<file path="config.mk">
export PLATFORM = sky130hd
export DESIGN_NAME = pipe_stage_reg
export DESIGN_NICKNAME = d
export VERILOG_FILES = /design/src/rtl/pipe_stage_reg.sv
export SDC_FILE = /design/constraint.sdc
export NUM_CORES = 1
export LEC_CHECK = 0
export CAP_MARGIN = 20
export CORE_ASPECT_RATIO = 0.75
export CORE_UTILIZATION = 50
export DETAILED_ROUTE_END_ITERATION = 8
export PLACE_DENSITY = 0.79
export SYNTH_ARGS = -nofsm -noshare
export SYNTH_HDL_FRONTEND = slang
export SYNTH_SLANG_ARGS = --single-unit
export TNS_END_PERCENT = 20
</file>
<file path="constraint.sdc">
create_clock -name clk -period 3.04 [get_ports clk]
set_input_delay 0.456 -clock clk [delete_from_list [all_inputs] [get_ports clk]]
set_output_delay 0.456 -clock clk [all_outputs]
set_load 0.02 [all_outputs]
</file>
<file path="src/rtl/pipe_stage_reg.sv">
// Pipeline stage register with valid/ready handshake, optional skid entry,
// flush-to-bubble and saturating bubble/flush counters.
module pipe_stage_reg #(
    parameter int CTRL_W     = 8,
    parameter int DATA_W     = 128,
    parameter int SKID       = 1,
    parameter int FLUSH_DATA = 0,
    parameter int CNT_W      = 16
) (
    input  logic              clk,
    input  logic              reset_n,
    input  logic              flush,
    input  logic              in_valid,
    output logic              in_ready,
    input  logic [CTRL_W-1:0] in_ctrl,
    input  logic [DATA_W-1:0] in_data,
    output logic              out_valid,
    input  logic              out_ready,
    output logic [CTRL_W-1:0] out_ctrl,
    output logic [DATA_W-1:0] out_data,
    output logic [CNT_W-1:0]  bubble_cnt,
    output logic [CNT_W-1:0]  flush_cnt
);

    localparam int SW = CNT_W + 2;
    localparam logic [SW-1:0] CNT_MAX = {2'b00, {CNT_W{1'b1}}};

    logic              valid_q, valid_d;
    logic [CTRL_W-1:0] ctrl_q, ctrl_d;
    logic [DATA_W-1:0] data_q, data_d;
    logic              skid_valid_q, skid_valid_d;
    logic [CTRL_W-1:0] skid_ctrl_q, skid_ctrl_d;
    logic [DATA_W-1:0] skid_data_q, skid_data_d;
    logic [CNT_W-1:0]  bubble_cnt_q, bubble_cnt_d;
    logic [CNT_W-1:0]  flush_cnt_q, flush_cnt_d;

    logic              in_xfer;
    logic              out_xfer;
    logic [1:0]        flush_n;
    logic [SW-1:0]     flush_sum;

    assign in_ready  = (SKID != 0) ? !skid_valid_q : (!valid_q || out_ready);
    assign in_xfer   = in_valid && in_ready;
    assign out_xfer  = valid_q && out_ready;
    assign flush_n   = {1'b0, valid_q} + {1'b0, skid_valid_q} + {1'b0, in_xfer};
    assign flush_sum = {2'b00, flush_cnt_q} + SW'(flush_n);

    always_comb begin
        valid_d      = valid_q;
        ctrl_d       = ctrl_q;
        data_d       = data_q;
        skid_valid_d = skid_valid_q;
        skid_ctrl_d  = skid_ctrl_q;
        skid_data_d  = skid_data_q;
        if (flush) begin
            valid_d      = 1'b0;
            ctrl_d       = '0;
            skid_valid_d = 1'b0;
            skid_ctrl_d  = '0;
            if (FLUSH_DATA != 0) begin
                data_d      = '0;
                skid_data_d = '0;
            end
        end else if (SKID == 0) begin
            if (in_xfer) begin
                valid_d = 1'b1;
                ctrl_d  = in_ctrl;
                data_d  = in_data;
            end else if (out_xfer) begin
                valid_d = 1'b0;
            end
        end else if (skid_valid_q) begin
            // FULL: in_ready is low, only the drain path can move.
            if (out_xfer) begin
                ctrl_d       = skid_ctrl_q;
                data_d       = skid_data_q;
                skid_valid_d = 1'b0;
            end
        end else if (valid_q) begin
            if (in_xfer && out_xfer) begin
                ctrl_d = in_ctrl;
                data_d = in_data;
            end else if (in_xfer) begin
                skid_valid_d = 1'b1;
                skid_ctrl_d  = in_ctrl;
                skid_data_d  = in_data;
            end else if (out_xfer) begin
                valid_d = 1'b0;
            end
        end else if (in_xfer) begin
            valid_d = 1'b1;
            ctrl_d  = in_ctrl;
            data_d  = in_data;
        end
    end

    always_comb begin
        bubble_cnt_d = bubble_cnt_q;
        flush_cnt_d  = flush_cnt_q;
        if (!valid_q && out_ready && (bubble_cnt_q != {CNT_W{1'b1}})) begin
            bubble_cnt_d = bubble_cnt_q + 1'b1;
        end
        if (flush) begin
            flush_cnt_d = (flush_sum > CNT_MAX) ? {CNT_W{1'b1}}
                                                : flush_sum[CNT_W-1:0];
        end
    end

    always_ff @(posedge clk or negedge reset_n) begin
        if (!reset_n) begin
            valid_q      <= 1'b0;
            ctrl_q       <= '0;
            data_q       <= '0;
            skid_valid_q <= 1'b0;
            skid_ctrl_q  <= '0;
            skid_data_q  <= '0;
            bubble_cnt_q <= '0;
            flush_cnt_q  <= '0;
        end else begin
            valid_q      <= valid_d;
            ctrl_q       <= ctrl_d;
            data_q       <= data_d;
            skid_valid_q <= skid_valid_d;
            skid_ctrl_q  <= skid_ctrl_d;
            skid_data_q  <= skid_data_d;
            bubble_cnt_q <= bubble_cnt_d;
            flush_cnt_q  <= flush_cnt_d;
        end
    end

    assign out_valid  = valid_q;
    assign out_ctrl   = valid_q ? ctrl_q : '0;
    assign out_data   = data_q;
    assign bubble_cnt = bubble_cnt_q;
    assign flush_cnt  = flush_cnt_q;

endmodule

</file>
# Yosys cells after proc, flatten, opt, wreduce, memory -nomap -nowiden

Index checks and enable logic that the tools add are counted.

Add/subtract/negate cells: 4
Multiply operators: 0
Divide/modulo/power cells: 0
Magnitude comparators: 1
Eq/ne operators: 7
Shifts and indexed selects: 0
Muxes and demuxes: 28
Bitwise operators: 3
Reductions and logical operators: 15

Operators with widths:

| cell                  | number |
|---|---|
| $mux 128              | 5 |
| $mux 8                | 11 |
| $add 16x2->17         | 1 |
| $gt 17x16->1 const B  | 1 |
| $add 16x1->16 const B | 1 |
| $mux 16               | 1 |
| $ne 16x16->1 const B  | 1 |
| $mux 1                | 11 |
| $reduce_and 4->1      | 2 |
| $logic_and 1x1->1     | 5 |
| $reduce_and 5->1      | 1 |
| $ne 2x2->1 const B    | 2 |
| $ne 4x2->1 const B    | 1 |
| $reduce_bool 2->1     | 2 |
| $reduce_bool 4->1     | 1 |
| $ne 3x1->1 const B    | 1 |
| $ne 3x2->1 const B    | 1 |
| $not 1->1             | 3 |
| $reduce_and 3->1      | 1 |
| $reduce_bool 3->1     | 1 |
| $add 1x1->2           | 1 |
| $add 2x1->2           | 1 |
| $logic_not 1->1       | 2 |
| $ne 2x1->1 const B    | 1 |

Register bits: 306
Bits in latches: 0
Memory bits (writable): 0
Bits in read-only memories: 0
Output and inout bits: 170
Memories kept: 0

# Longest topological paths before layout

Depth after elaboration: 7
Depth in mapped cells: 13

# Worst setup path after synthesis

OpenSTA, ideal clock, no wires.

Path type: register to register
From: register skid_valid_q
To: register flush_cnt_q[4], in the netlist flush_cnt[4]
Data arrival time: 2748 ps
Path slack: 227 ps
Cell stages (with the launch flop): 14
Buffers on the path: 2
Period minus slack after synthesis: 2813 ps
Cells stage by stage: dfrtp_1 buf_2 inv_2 nand2_1 inv_1 fa_1 ha_1 inv_1 fa_1 nand3b_2 nor4_4 nand4_1 buf_2 nand2_1

Word-level cells in the longest chain between the ends: 6
Elaborated cells on any way between the ends: 7

Ends and longest elaborated chain:

| what                   | line | source |
|---|---|---|
| start, declared        | 31   | `logic skid_valid_q, skid_valid_d;` |
| start signal, assigned | 123  | `skid_valid_q <= skid_valid_d;` |
| $logic_not 1->1 (*)    | 42   | `assign in_ready = (SKID != 0) ? !skid_valid_q : (!valid_q \|\| out_ready);` |
| net in_ready           | 14   | `output logic in_ready,` |
| $logic_and 1x1->1 (*)  | 43   | `assign in_xfer = in_valid && in_ready;` |
| $add 2x1->2 (*)        | 45   | `assign flush_n = {1'b0, valid_q} + {1'b0, skid_valid_q} + {1'b0, in_xfer};` |
| $add 16x2->17 (*)      | 46   | `assign flush_sum = {2'b00, flush_cnt_q} + SW'(flush_n);` |
| $gt 17x16->1           | 104  | `flush_cnt_d = (flush_sum > CNT_MAX) ? {CNT_W{1'b1}}` |
| $mux 16 (*)            | 104  |  |
| end signal, assigned   | 127  | `flush_cnt_q <= flush_cnt_d;` |
| end, declared          | 35   | `logic [CNT_W-1:0] flush_cnt_q, flush_cnt_d;` |

Mark *: on every way through the listed nets, which the timed path passes. The rest lies on a longest branch.
A chain may end at the register's enable or synchronous reset.

# Final worst setup path

From: register skid_valid_q
To: register flush_cnt_q[12], in the netlist flush_cnt[12]

Word-level cells in the longest chain between the ends: 6
Elaborated cells on any way between the ends: 7

Ends and longest elaborated chain:

| what              | line |
|---|---|
| $logic_not 1->1   | 42 |
| $logic_and 1x1->1 | 43 |
| $add 2x1->2 (*)   | 45 |
| $add 16x2->17 (*) | 46 |
| $gt 17x16->1      | 104 |
| $mux 16 (*)       | 104 |

Mark *: on every way between the ends. The rest lies on a longest branch, timed or not.

==> metrics.md <==
| Metric | Value |
|---|---|
| Outcome | finished, final reports clean |
| CP max FO | 5 |
| Vias/cell | 5.31 |
| Core Rows | 50 |
| Post-synthesis sequential area ratio | 58.4% |
| Number of synthesized flops with an enable pin | 0 |
| Dpl hpwl | 20000 um |
| Routed Antenna Nets | 0 |
| Worst Hold Class | primary input to asynchronous set/reset pin |
| Pwr Total | 12.6 mW |
| Final Max Tran Viols | 0 |
| Initial Utilization | 51.8% |
| Vias | 9158 |
| Iteration-0 DRC Markers | 502 |
| Data arrival time of the worst path | 3.17 ns |
| CTS root buffer | clkbuf_16 |
| Global Route Usage Sum | 22.5% |
| Hold Violations, Final | 0 |
| Die height | 142 um |
| Clock slew at reported path FFs | 0.06 ns |
| NetSw | 3.62 mW |
| Area grow syn2layout | 34.4% |
| Clk_lat worst skew | 0.55 ns |
| Synth top area cells | dfrtp_1 58%, mux2i_1 11%, mux2_2 8.3% |
| Max Fclk | 363 MHz |
| Post-Synthesis Net Count | 1209 |
| CP startpoint kind | register |
| Comb power frac | 24.4% |
| Crit. End Element | register |
| WP depth | 12 |
| Cell depth of the worst flop-to-flop path | 12 |
| Clock power frac | 31.6% |
| Yosys synthesis warning count | 0 |
| Rel. slew slack | 27.2% |
| TritonCTS Sinks | 306 |
| Pwr dens | 717 nW/um^2 |
| H-tree lvl count | 1 |
| Slowest stage cell, crit path | fa_1 |
| Net Sw Frac | 28.7% |
| Worst Skew | 0.0171 ns |
| Cells after Synth | 1063 |
| Cts bufs inserted | 30 |
| Slew @ Worst Pin | 1.09 ns |
| Crit. Startpoint | skid_valid_q$_DFF_PN0_ |
| Critical path's top delay family | adder cells |
| Fin crit share | 90.5% |
| Postcts setup bufs | 0 |
| Synth area leader | dfrtp_1 |
| Worst R2R Start | skid_valid_q$_DFF_PN0_ |
| DRC violations left | 0 |
| Most frequent cells in the layout | 309 x clkdlybuf4s50_1, 305 x dfrtp_1, 158 x nand2_1 |
| Synthesized area | 13100 sq um |
| Seq cells post-synth | 306 |
| Routed wire length | 30200 um |
| Unrepaired setup endpoints after global routing | false |
| Top FF cell, synth | dfrtp_1 |
| Setup CP Type | register to register |
| Global placer's final weighted congestion | 0.859 |
| Internal cell power | 9.01 mW |
| GRT overflow | 0 |
| Fin nets | 1508 |
| Flop pwr share | 44.1% |
| Commonest non-fill, non-tap cell in the layout | clkdlybuf4s50_1 |
| Die area | 26900 sq um |
| Max_cap viols | 0 |
| Yosys cell types | 48 |
| Initial antenna violation count | 1 |
| I/O pin total | 311 |
| Crit path buffers/inverters | 4 |
| Worst EP required | 3.46 ns |
| First-pass GRT wire length | 48800 um |
| Min Tclk post-route | 2.75 ns |
| Post-synth top area share | 58.4% |
| Die X | 189 um |
| Average cell area after synthesis | 12.3 sq um |
| Number of global-route vias before repair | 9247 |
| Pre-CTS WS | -0.123 ns |
| Setup-failing EPs final | 0 |
| Max IR drop VDD | 0.534 mV |
| Largest net degree at the start of global routing | 140 |
| CP max stage delay | 0.49 ns |
| Pre-antenna DRT Iters | 5 |
| PnR worst setup slack | 0.289 ns |
| Leakage | 7.45 nW |
| Cell chain of the critical path | inv_2 -> nand2_1 -> inv_1 -> fa_1 -> ha_1 -> inv_1 -> fa_1 -> nand3b_2 -> nor4_4 -> buf_4 -> and3_1 -> a21oi_1 |
| Port-buffer cells | 310 |
| DR WL/cell | 17.5 um |
| FFs w/ async S/R, synth | 100% |
| CTS Buffer Depth | 3 |
| CTS tree | built |
| Total core area | 25300 sq um |
| Share of cells above drive strength 1 | 13.1% |
[sequential cells by signal, summed over array words and instances, names as in the netlist]
signal        count
flush_cnt        16
out_data        128
bubble_cnt       16
skid_valid_q      1
skid_data_q     128
skid_ctrl_q       8
ctrl_q            8
out_valid         1
[kinds of logic after synthesis]
kind of cell    Yosys count  synth area share (%)
xor+xnor                 22                  1.47
compound gates          165                  6.86
simple gates            223                  7.81
fa+ha+maj                 5                 0.592
flops                   306                  58.4
mux                     268                  21.7
buf+inv                  74                  3.16
[cell usage after synthesis, drive strengths merged, types with 2 or more instances]
library cell,count
dfrtp,306
nand2,158
mux2i,138
o21ai,131
mux2,130
buf,48
clkbuf,17
xnor2,14
nor2,10
a21oi,9
inv,9
nand3,9
nor3,9
a22o,8
and2,8
nand4,8
o31ai,8
xor2,8
nor4,5
a31oi,4
and3,3
ha,3
nand3b,3
fa,2
nand2b,2
nor4b,2
o211ai,2
or2,2
[stage by stage]
stage | std cells | hold slack (ns) | utilization [%] | area, sq um | TNS, ns
2_1_floorplan | 1063 | 0.160 | - | 13100 | 0
3_3_place_gp | 1667 | 0.454 | 65.2 | 16500 | -0.210
3_5_place_dp | 1667 | 0.462 | 65.2 | 16500 | -1.25
4_1_cts | 1723 | 0.475 | 69.5 | 17600 | 0
5_1_grt | 1724 | 0.493 | 69.5 | 17600 | 0
6_report | 1724 | 0.466 | 69.5 | 17600 | 0
[repair_timing]
action | in CTS | in global routing
hold endpoints to repair | 71 | 0
resized for setup | 0 | 0
hold buffers | 1 | 0
[power by group through the flow]
stage / Sequential [mW] / Combinational (mW) / Clock, mW
floorplan: 6.02 / 1.13 / 0
global placement: 5.57 / 3.01 / 0
detailed placement: 5.62 / 3.09 / 0
CTS: 5.56 / 3.11 / 4.07
global route: 5.68 / 3.31 / 4.24
finish: 5.56 / 3.07 / 3.99
[routing by layer]
layer  GRT usage (%)  part of all wire [%]  wire, um  vias up
li1                -                     -         -     4309
met1            31.1                    45     13500     4552
met2            34.6                    45     13600      246
met3            6.98                   7.8      2350       51
met4            6.07                   2.6       780        0
met5               0                     0         0        -
[cell type report]
cell class	count	area [sq um]
Antenna cell	1	2.50
Clock buffer	45	887
Clock inverter	10	189
Fill cell	1905	7720
Inverter	9	33.8
Multi-Input combinational cell	683	5050
Sequential cell	306	7660
Tap cell	338	423
Timing Repair Buffer	332	3380
[final timing paths]
path	slack (ns)	endpoint
setup / recovery	0.29	flush_cnt[12]$_DFFE_PN0P_
max in group asynchronous	1.70	bubble_cnt[15]$_DFFE_PN0P_
setup reg to reg	0.29	flush_cnt[12]$_DFFE_PN0P_
hold / removal	0.47	skid_data_q[60]$_DFFE_PN0P_
min in group clk	0.47	ctrl_q[7]$_DFFE_PN0P_
hold reg to reg	0.47	ctrl_q[7]$_DFFE_PN0P_
Note: power is estimated with default switching activity, not from simulation.
